===== config.mk =====
export PLATFORM = sky130hd
export DESIGN_NAME = serial_subtractor
export DESIGN_NICKNAME = d
export VERILOG_FILES = /design/src/rtl/serial_subtractor_pkg.sv /design/src/rtl/serial_subtractor_cell.sv /design/src/rtl/serial_subtractor.sv
export SDC_FILE = /design/constraint.sdc
export NUM_CORES = 1
export LEC_CHECK = 0
export BUFFER_PORTS_ARGS = -buffer_cell sky130_fd_sc_hd__buf_2
export CAP_MARGIN = 20
export CORE_ASPECT_RATIO = 1.2
export CORE_MARGIN = 1.5
export CORE_UTILIZATION = 35
export CTS_BUF_LIST = sky130_fd_sc_hd__clkbuf_8
export DETAILED_ROUTE_END_ITERATION = 8
export PLACE_DENSITY_LB_ADDON = 0.1
export SLEW_MARGIN = 20
export SYNTH_ARGS = -nofsm -noshare
export SYNTH_HDL_FRONTEND = slang
export SYNTH_SLANG_ARGS = --single-unit

===== constraint.sdc =====
create_clock -name clk -period 1.6 [get_ports clk]
set_input_delay 0.16 -clock clk [delete_from_list [all_inputs] [get_ports clk]]
set_output_delay 0.16 -clock clk [all_outputs]
set_load 0.1 [all_outputs]

===== src/rtl/serial_subtractor_pkg.sv =====
// Shared definitions for the bit-serial subtractor: FSM state encodings and
// the legal operand width range.
package serial_subtractor_pkg;

    localparam logic [1:0] S_IDLE  = 2'd0;
    localparam logic [1:0] S_SHIFT = 2'd1;
    localparam logic [1:0] S_DONE  = 2'd2;

    localparam int unsigned WIDTH_MIN = 2;
    localparam int unsigned WIDTH_MAX = 32;

    // One bit of full-subtractor output.
    typedef struct packed {
        logic d;
        logic bout;
    } sub_bit_t;

endpackage


===== src/rtl/serial_subtractor_cell.sv =====
// One-bit subtraction cells: the half_subtractor primitive and a full
// subtractor composed from two of them.
module half_subtractor (
    input  logic a,
    input  logic b,
    output logic d,
    output logic bout
);

    assign d    = a ^ b;
    assign bout = ~a & b;

endmodule

module full_subtractor
    import serial_subtractor_pkg::*;
(
    input  logic a,
    input  logic b,
    input  logic bin,
    output logic d,
    output logic bout
);

    logic     d1;
    logic     b1;
    logic     b2;
    sub_bit_t res;

    half_subtractor u_hs0 (
        .a    (a),
        .b    (b),
        .d    (d1),
        .bout (b1)
    );

    half_subtractor u_hs1 (
        .a    (d1),
        .b    (bin),
        .d    (res.d),
        .bout (b2)
    );

    assign res.bout = b1 | b2;
    assign d        = res.d;
    assign bout     = res.bout;

endmodule


===== src/rtl/serial_subtractor.sv =====
// Bit-serial unsigned subtractor: computes a - b LSB first over WIDTH cycles
// with a start/done handshake and a registered result.
module serial_subtractor
    import serial_subtractor_pkg::*;
#(
    parameter int unsigned WIDTH = 8
) (
    input  logic             clk,
    input  logic             rst,
    input  logic             start,
    input  logic [WIDTH-1:0] a,
    input  logic [WIDTH-1:0] b,
    output logic             busy,
    output logic             done,
    output logic [WIDTH-1:0] diff,
    output logic             borrow_out
);

    localparam int unsigned          CNT_W    = $clog2(WIDTH);
    localparam logic [CNT_W-1:0]     CNT_LAST = CNT_W'(WIDTH - 1);

    if (WIDTH < WIDTH_MIN || WIDTH > WIDTH_MAX) begin : g_bad_width
        $error("serial_subtractor: WIDTH must be in 2..32");
    end

    logic [1:0]       state;
    logic [WIDTH-1:0] sa;
    logic [WIDTH-1:0] sb;
    logic [WIDTH-2:0] res;
    logic [CNT_W-1:0] cnt;
    logic             bin;
    logic             d_bit;
    logic             bout_bit;

    full_subtractor u_cell (
        .a    (sa[0]),
        .b    (sb[0]),
        .bin  (bin),
        .d    (d_bit),
        .bout (bout_bit)
    );

    assign busy = (state == S_SHIFT);
    assign done = (state == S_DONE);

    // The result register holds only the low WIDTH-1 bits; the final edge
    // appends the MSB straight from the cell when loading diff.
    always_ff @(posedge clk or posedge rst) begin
        if (rst) begin
            state      <= S_IDLE;
            sa         <= '0;
            sb         <= '0;
            res        <= '0;
            cnt        <= '0;
            bin        <= 1'b0;
            diff       <= '0;
            borrow_out <= 1'b0;
        end else begin
            case (state)
                S_IDLE: begin
                    if (start) begin
                        sa    <= a;
                        sb    <= b;
                        res   <= '0;
                        cnt   <= '0;
                        bin   <= 1'b0;
                        state <= S_SHIFT;
                    end
                end
                S_SHIFT: begin
                    sa  <= sa >> 1;
                    sb  <= sb >> 1;
                    res <= (res >> 1) | ((WIDTH-1)'(d_bit) << (WIDTH - 2));
                    bin <= bout_bit;
                    if (cnt == CNT_LAST) begin
                        cnt        <= '0;
                        diff       <= {d_bit, res};
                        borrow_out <= bout_bit;
                        state      <= S_DONE;
                    end else begin
                        cnt <= cnt + 1'b1;
                    end
                end
                S_DONE: begin
                    state <= S_IDLE;
                end
                default: begin
                    state <= S_IDLE;
                end
            endcase
        end
    end

endmodule


==> results of run 1 <==
## what timing repair did
item	4_1_cts	5_1_grt
cloned	0	0
hold buffers	1	0
hold endpoints to repair	38	0
setup endpoints to repair	1	1
setup buffers	0	3
gates resized for setup	1	0
## routing by layer
metal | vias to the layer above | wire [um] | global-route usage (%)
met1 | 598 | 1526 | 17.61
met2 | 26 | 1757 | 25.94
met5 | - | 0 | 0
met4 | 0 | 52 | 5.510
met3 | 5 | 148 | 4.622
li1 | 587 | - | -
## cells in the mapped netlist (all sizes together)
cell    instances
nor4b           5
dfrtp          38
mux2i           1
o21bai          1
nand2           5
nand3b          1
a211oi          5
nor2b           1
o22ai           1
ha              2
inv            12
o22a            6
a21oi           9
nor4bb          3
mux2            8
a22oi           3
clkbuf          1
o31ai           1
nand2b          1
buf            10
o21ai           1
nor2            3
fa              1
a22o           11
nor3b          12
## critical path, cell delays in order (launching register included)
cell and delay, ns:
dfrtp_1 0.36, buf_4 0.13, buf_4 0.20, nor2b_4 0.19, buf_12 0.18
## state kept, by name, indices dropped and copies added, names as in the netlist
register and flops:
bin 1, sb 8, state 2, res 7, borrow_out 1, diff 8, cnt 3, sa 8
## power groups by stage
| stage | sequential [mW] | combinational [mW] | clock [mW] |
|---|---|---|---|
| floorplan | 2.28 | 1.39 | 0 |
| CTS | 1.65 | 2.54 | 0.818 |
| detailed placement | 1.67 | 2.53 | 0 |
| global route | 1.70 | 2.80 | 0.858 |
| global placement | 1.65 | 2.48 | 0 |
| finish | 1.65 | 2.58 | 0.793 |
## area by class of cell
cell class | count | area (sq um)
Timing Repair Buffer | 40 | 260.3
Clock inverter | 3 | 40.04
Multi-Input combinational cell | 81 | 673.1
Sequential cell | 38 | 950.9
Clock buffer | 5 | 68.82
Inverter | 12 | 48.80
Fill cell | 445 | 2581
Tap cell | 58 | 72.57
## cell families after synthesis
| kind of cell | after synthesis |
|---|---|
| and+or+nand+nor | 31 |
| adders and majority gates | 3 |
| AOI/OAI and AO/OA | 38 |
| DFF | 38 |
| buffers and inverters | 23 |
| muxes | 9 |
## worst max path at each step
stage,end,cells after the start,from
floorplan,diff[0]$_DFFE_PP0P_,5,cnt[0]$_DFFE_PP0P_
global placement,diff[1]$_DFFE_PP0P_,4,cnt[0]$_DFFE_PP0P_
detailed placement,diff[0]$_DFFE_PP0P_,4,cnt[0]$_DFFE_PP0P_
CTS,busy,3,state[0]$_DFFE_PP0P_
global route,done,4,state[1]$_DFFE_PP0P_
finish,done,4,state[1]$_DFFE_PP0P_
==> results.toml, run 1 <==
[clock_network]
clockBufferDepth = 2
htree_levels = 2
clockRootBuffer = "clkbuf_8"
clkLatencyLatePin_ns = 0.29
clock-sinks = 38
clkTransAtPathRegs_ns = 0.07
cts_tree = "yes"
cts_buffers = 5

[worst_setup_path]
r2r_end = "diff[5]$_DFFE_PP0P_"
reg2reg_depth = 4
reg2reg_from = "cnt[0]$_DFFE_PP0P_"
cp.required_ns = 1.44
ff2ff_setup_slack_ns = 0.10
worst-setup-path-type = "reg2out"
start_kind = "register"
cp_max_fo = 16
crit_arrival_ns = 1.35
critPathCaptureType = "output port"

[place]
io_buffers = 29
dp_hpwl_um = 2370
place_inst = 225
place_area_sq_um = 1969
gp_congestion = 0.7006
place_ws_ns = 0.1120

[synthesis]
yosys-top-cells-area = "dfrtp_1 55%, a22o_1 5.5%, mux2_2 5.2%"
synth_xor_area_share_pct = 0
yosysTopAreaCell = "dfrtp_1"
synth_mux_area_share_pct = 5.764
ys_ff_latch = 38
ys_types = 29
syn_area_sq_um = 1737
avgSynthCellArea_sq_um = 12.23
yosysWarnings = 0
yosys.area_share.simple_pct = 13.62
synth-adder-area-share_pct = 2.594
syn-num-nets = 164
syn_inst = 142
synth_top_family_by_area = "compound AO/OA/AOI/OAI gates"
synth_seq_area_share_pct = 54.76
synth_top_area_share_pct = 54.76
synth_compound_area_share_pct = 16.35

[routing]
wirelength_um = 3484
ant_nets = 0
drc = 0
via_per_inst = 5.131
first_pass_iters = 4
wl_per_cell_um = 14.70
drtIter0Drc = 41
num_vias = 1216

[worst_hold_path]
hp-class = "in2reg"
min_from = "b[7]"
whs_path_depth = 2
min_to = "sb[7]$_DFFE_PP0P_"

[layout]
fin_area_sq_um = 2115
drive_gt1_share_pct = 34.08
syn2layout_area_growth_pct = 21.76
layout_common_cells = "38 x dfrtp_1, 27 x buf_2, 12 x nor3b_1"
layout_commonest_cell = "dfrtp_1"
antenna_cells = 0
final_cell_count_no_fill = 237
fin_nets = 200
final_util_pct = 45.03

[global_route]
grt_usage_pct = 15.17
grt_pass1_vias = 1302
grt_max_degree = 39
grt_antenna_before_repair = 0
grt_overflow = 0
grt_pass1_wl_um = 6051

[pwr]
powerDensity_nw_per_um2 = 2375
finalPower_mw = 5.023
power_frac_seq_pct = 32.9
swShare_pct = 44.50
p_int_mw = 2.788
p_switching_mw = 2.235
peakVddDrop_uv = 716.3
p_clk_share_pct = 15.8
p_leak_nw = 1.001
combPwrFrac_pct = 51.4

[run]
max-cap-violations = 0

[sta]
slew_headroom_pct = 50.48
finClkSkew_ns = 0.003056
worst_slack_ns = 0.08798
slew_viol_final = 0
fin_tns_setup_ns = 0
fin_crit_ns = 1.512
final_hold_viol_count = 0
worstMarginPinSlew_ns = 0.7423
period_share_pct = 94.50
rsz0062_at_grt = "false"
setup_violations = 0
timing.fmax_ghz = 0.6614
fin_hold_ws_ns = 0.08473

[run_status]
status = "completed"

[floorplan]
start_util_pct = 36.98
die_area_sq_um = 5396
core_sq_um = 4696
num_io_pins = 30
die_y_um = 80.17
rows = 27
die_width_um = 67.31
(Power assumes the default switching activity.)
==> inputs of run 2 (changes only) <==
- CORE_MARGIN: 1.5 -> 3
- CORE_UTILIZATION: 35 -> 50
==> run 2 against run 1 <==
Against the previous run: hold slack got worse by 0.00057 ns; flip-flop and latch count did not move; cell area fell by 2.2%; non-clock buffer count fell by 3; total power fell by 2.5%; via count fell by 2.7%; sequential share of layout area rose by 1.0 points; critical path type unchanged; largest power group unchanged; highest routed layer unchanged.
==> results.toml, run 2 (synthesis results as in run 1) <==
[run_status]
status = "completed"

[pwr]
powerDensity_nw_per_um2 = 2369
p_leak_nw = 0.9856
peakVddDrop_uv = 2063

[floorplan]
rows = 22
die_width_um = 59.80
num_io_pins = 30
die_area_sq_um = 4219
core_sq_um = 3193
die_y_um = 70.56
start_util_pct = 54.39

[sta]
fin_crit_ns = 1.531
final_hold_viol_count = 0
rsz0062_at_grt = "false"
finClkSkew_ns = 0.002378
slew_headroom_pct = 51.60
timing.fmax_ghz = 0.6534
fin_tns_setup_ns = 0
worstMarginPinSlew_ns = 0.7254
period_share_pct = 95.66
setup_violations = 0
slew_viol_final = 0

[routing]
wl_per_cell_um = 14.70
via_per_inst = 5.580
wirelength_um = 3116
first_pass_iters = 4
drtIter0Drc = 35
drc = 0
num_vias = 1183
ant_nets = 0

[worst_setup_path]
start_kind = "register"
cp.required_ns = 1.44
critPathCaptureType = "output port"
worst-setup-path-type = "reg2out"
crit_arrival_ns = 1.37
cp_max_fo = 23

[global_route]
grt_overflow = 0
grt_pass1_wl_um = 5354
grt_antenna_before_repair = 0
grt_usage_pct = 16.62
grt_max_degree = 39
grt_pass1_vias = 1203

[worst_hold_path]
hp-class = "in2reg"

[clock_network]
clkTransAtPathRegs_ns = 0.07
cts_buffers = 5
clkLatencyLatePin_ns = 0.29
clockBufferDepth = 2
cts_tree = "yes"
clockRootBuffer = "clkbuf_8"
post_cts_buffers = 0
htree_levels = 2
clock-sinks = 38

[layout]
layout_common_cells = "38 x dfrtp_1, 27 x buf_2, 12 x nor3b_1"
final_cell_count_no_fill = 212
drive_gt1_share_pct = 33.52
fin_nets = 197
fillers = 287
fin_area_sq_um = 2067
layout_commonest_cell = "dfrtp_1"
syn2layout_area_growth_pct = 19.02
largestRegisters = "diff (8), sa (8), sb (8)"
antenna_cells = 0

[place]
dp_hpwl_um = 2145
place_inst = 203
io_buffers = 29
gp_congestion = 0.6825
place_area_sq_um = 1954

[run]
max-cap-violations = 0
[run 2: cell count changes in the layout (fill, tap and decap cells not counted)]
cell       change
buf_4          -4
nand2b_4       +1
bufinv_16      -1
clkinv_2       -1
inv_2          +1
nand2b_1       -1
clkbuf_8       +1
buf_12         +1
[run 2: cell type report]
type,count,area (sq um),area share [%]
inverter,12,45.04,2.179
multi-input combinational,81,680.7,32.93
clock inverter,2,12.51,0.6053
tap,36,45.04,2.179
sequential,38,950.9,46.00
clock buffer,6,82.58,3.995
timing repair buffer,37,250.2,12.11
[run 2: worst max-delay path, stage by stage (launching register included)]
cell,delay (ns)
dfrtp_1,0.52
buf_4,0.32
nor2b_4,0.07
buf_12,0.17
[run 2: path summary, 6_finish.rpt]
check | from | end | slack [ns] | cells after the start
min in group asynchronous | rst | diff[4]$_DFFE_PP0P_ | 0.51 | 4
max in group asynchronous | rst | diff[2]$_DFFE_PP0P_ | 0.76 | 4
worst min-delay path | b[7] | sb[7]$_DFFE_PP0P_ | 0.08 | 2
worst min register to register | res[0]$_DFFE_PP0P_ | res[0]$_DFFE_PP0P_ | 0.50 | 1
worst max-delay path | state[0]$_DFFE_PP0P_ | done | 0.07 | 3
worst max register to register | cnt[0]$_DFFE_PP0P_ | diff[5]$_DFFE_PP0P_ | 0.10 | 4
[run 2: through the flow]
stage / power, mW / setup slack [ns] / hold slack (ns) / util (%)
final: 4.897 / 0.06944 / 0.08416 / 64.73
after global routing: 5.230 / 0.01259 / 0.08093 / 64.73
after CTS: 4.931 / 0.03491 / 0.08147 / 64.50
after detailed placement: 4.234 / 0.1101 / 0.2952 / 61.21
after global placement: 4.164 / 0.1585 / 0.2871 / 61.21
after floorplan: 3.678 / 0.1529 / 0.2925 / -
[run 2: power breakdown]
part | leakage, nW | switching, mW | total (mW) | internal, mW
Combinational | 0.466 | 1.63 | 2.57 | 0.935
Sequential | 0.473 | 0.258 | 1.66 | 1.40
Clock | 0.0472 | 0.326 | 0.672 | 0.346
[run 2: metal layers]
metal  up-vias  GRT usage (%)  wire length (um)  share of wire [%]
li1        577              -                 -                  -
met1       576          20.97              1353                 43
met2        25          26.68              1563                 50
met3         5          5.474               158                5.1
met4         0          5.172                40                1.3
met5         -              0                 0                  0
[run 2: timing repair]
action,4_1_cts,5_1_grt
endpoints found under the setup margin,1,1
gates resized for setup,1,1
hold endpoints to repair,38,0
hold buffers,1,0
==> inputs of run 3 (changes only) <==
- CORE_UTILIZATION: 50 -> 54
==> run 3 against run 2 <==
Against the previous run: wire length increased by 1.1%; flip-flop and latch count is the same; count of clock-buffer cells in the layout is 1 lower; non-clock buffer count down 1; critical path depth is 1 higher; total power grew 0.95%; via count increased by 1.3%; highest routed layer unchanged.
==> results.toml, run 3 (synthesis results as in run 1) <==
[run_status]
status = "completed"

[pwr]
p_clk_share_pct = 15.9
p_switching_mw = 2.210
swShare_pct = 44.70
peakVddDrop_uv = 1979
combPwrFrac_pct = 50.5
power_frac_seq_pct = 33.6
p_int_mw = 2.734
powerDensity_nw_per_um2 = 2398
finalPower_mw = 4.944
p_leak_nw = 0.9831

[sta]
timing.fmax_ghz = 0.6598
period_share_pct = 94.72
worstMarginPinSlew_ns = 0.7014
finClkSkew_ns = 0.005954
final_hold_viol_count = 0
fin_tns_setup_ns = 0
slew_viol_final = 0
rsz0062_at_grt = "false"
slew_headroom_pct = 53.21
worst_slack_ns = 0.08450
fin_crit_ns = 1.515
setup_violations = 0

[floorplan]
num_io_pins = 30
rows = 21
start_util_pct = 59.01
die_width_um = 57.77
die_area_sq_um = 3936
die_y_um = 68.13
core_sq_um = 2943

[clock_network]
clkTransAtPathRegs_ns = 0.07
clockBufferDepth = 2
clock-sinks = 38
cts_tree = "yes"
clockRootBuffer = "clkbuf_8"
cts_buffers = 5
clkLatencyLatePin_ns = 0.29
htree_levels = 2

[global_route]
grt_pass1_wl_um = 5478
grt_max_degree = 39
grt_usage_pct = 18.50
grt_pass1_vias = 1285
grt_overflow = 0
grt_antenna_before_repair = 0

[layout]
largestRegisters = "diff (8), sa (8), sb (8)"
final_cell_count_no_fill = 209
fillers = 226
layout_commonest_cell = "dfrtp_1"
antenna_cells = 0
drive_gt1_share_pct = 32.57
multi_input_area_sq_um = 673.1
layout_common_cells = "38 x dfrtp_1, 27 x buf_2, 12 x nor3b_1"
final_util_pct = 70.07
syn2layout_area_growth_pct = 18.73
seq_area_sq_um = 950.9
fin_nets = 196

[routing]
via_per_inst = 5.732
wl_per_cell_um = 15.07
wirelength_um = 3150
num_vias = 1198
first_pass_iters = 4
drc = 0
drtIter0Drc = 28
ant_nets = 0

[place]
place_inst = 199
gp_congestion = 0.7232
place_ws_ns = 0.1156
io_buffers = 29
dp_hpwl_um = 2160

[worst_setup_path]
crit_arrival_ns = 1.36
worst-setup-path-type = "reg2out"
cp.required_ns = 1.44
start_kind = "register"
cp_max_fo = 15
critPathCaptureType = "output port"

[run]
max-cap-violations = 0

[worst_hold_path]
hp-class = "in2reg"
-- run 3: final cells by class --
type                            count  share of cell area, %
Sequential cell                    38                  46.12
Clock inverter                      3                  1.942
Clock buffer                        5                  3.337
Inverter                           12                  2.367
Tap cell                           34                  2.063
Timing Repair Buffer               36                  11.53
Multi-Input combinational cell     81                  32.65
-- run 3: final timing paths --
path	startpoint	to	slack [ns]	cells after the start
setup reg to reg	cnt[0]$_DFFE_PP0P_	diff[0]$_DFFE_PP0P_	0.12	4
setup / recovery	state[1]$_DFFE_PP0P_	done	0.08	4
max in group asynchronous	rst	state[1]$_DFFE_PP0P_	0.76	4
hold reg to reg	diff[6]$_DFFE_PP0P_	diff[6]$_DFFE_PP0P_	0.50	1
hold / removal	a[7]	sa[7]$_DFFE_PP0P_	0.09	2
min in group asynchronous	rst	res[0]$_DFFE_PP0P_	0.52	4
-- run 3: critical path: stages, from the launching register on --
cell and delay (ns):
dfrtp_1 0.36, buf_6 0.16, buf_6 0.18, nor2b_4 0.18, buf_12 0.18
-- run 3: metrics by stage --
step	hold slack, ns	cell area (sq um)
3_3_place_gp	0.2883	1924
3_5_place_dp	0.2958	1924
4_1_cts	0.07882	2058
6_report	0.08797	2062
5_1_grt	0.1016	2062
2_1_floorplan	0.2925	1744
-- run 3: power groups by stage --
| stage | combinational, mW | clock [mW] | sequential [mW] |
|---|---|---|---|
| floorplan | 1.39 | 0 | 2.28 |
| global placement | 2.39 | 0 | 1.65 |
| detailed placement | 2.46 | 0 | 1.67 |
| CTS | 2.51 | 0.809 | 1.66 |
| global route | 2.70 | 0.836 | 1.71 |
| finish | 2.50 | 0.787 | 1.66 |
-- run 3: layer usage --
layer | global-route usage [%] | vias to the layer above | wire, um
li1 | - | 579 | -
met4 | 7.826 | 0 | 62
met3 | 4.151 | 7 | 141
met2 | 34.18 | 28 | 1596
met5 | 0 | - | 0
met1 | 20.32 | 584 | 1349
-- run 3: what timing repair did --
| action | 4_1_cts | 5_1_grt |
|---|---|---|
| buffers inserted | 1 | 0 |
| gates resized for setup | 2 | 1 |
| hold buffers | 1 | 0 |
| endpoints found under the hold margin | 38 | 0 |
| endpoints found under the setup margin | 2 | 1 |
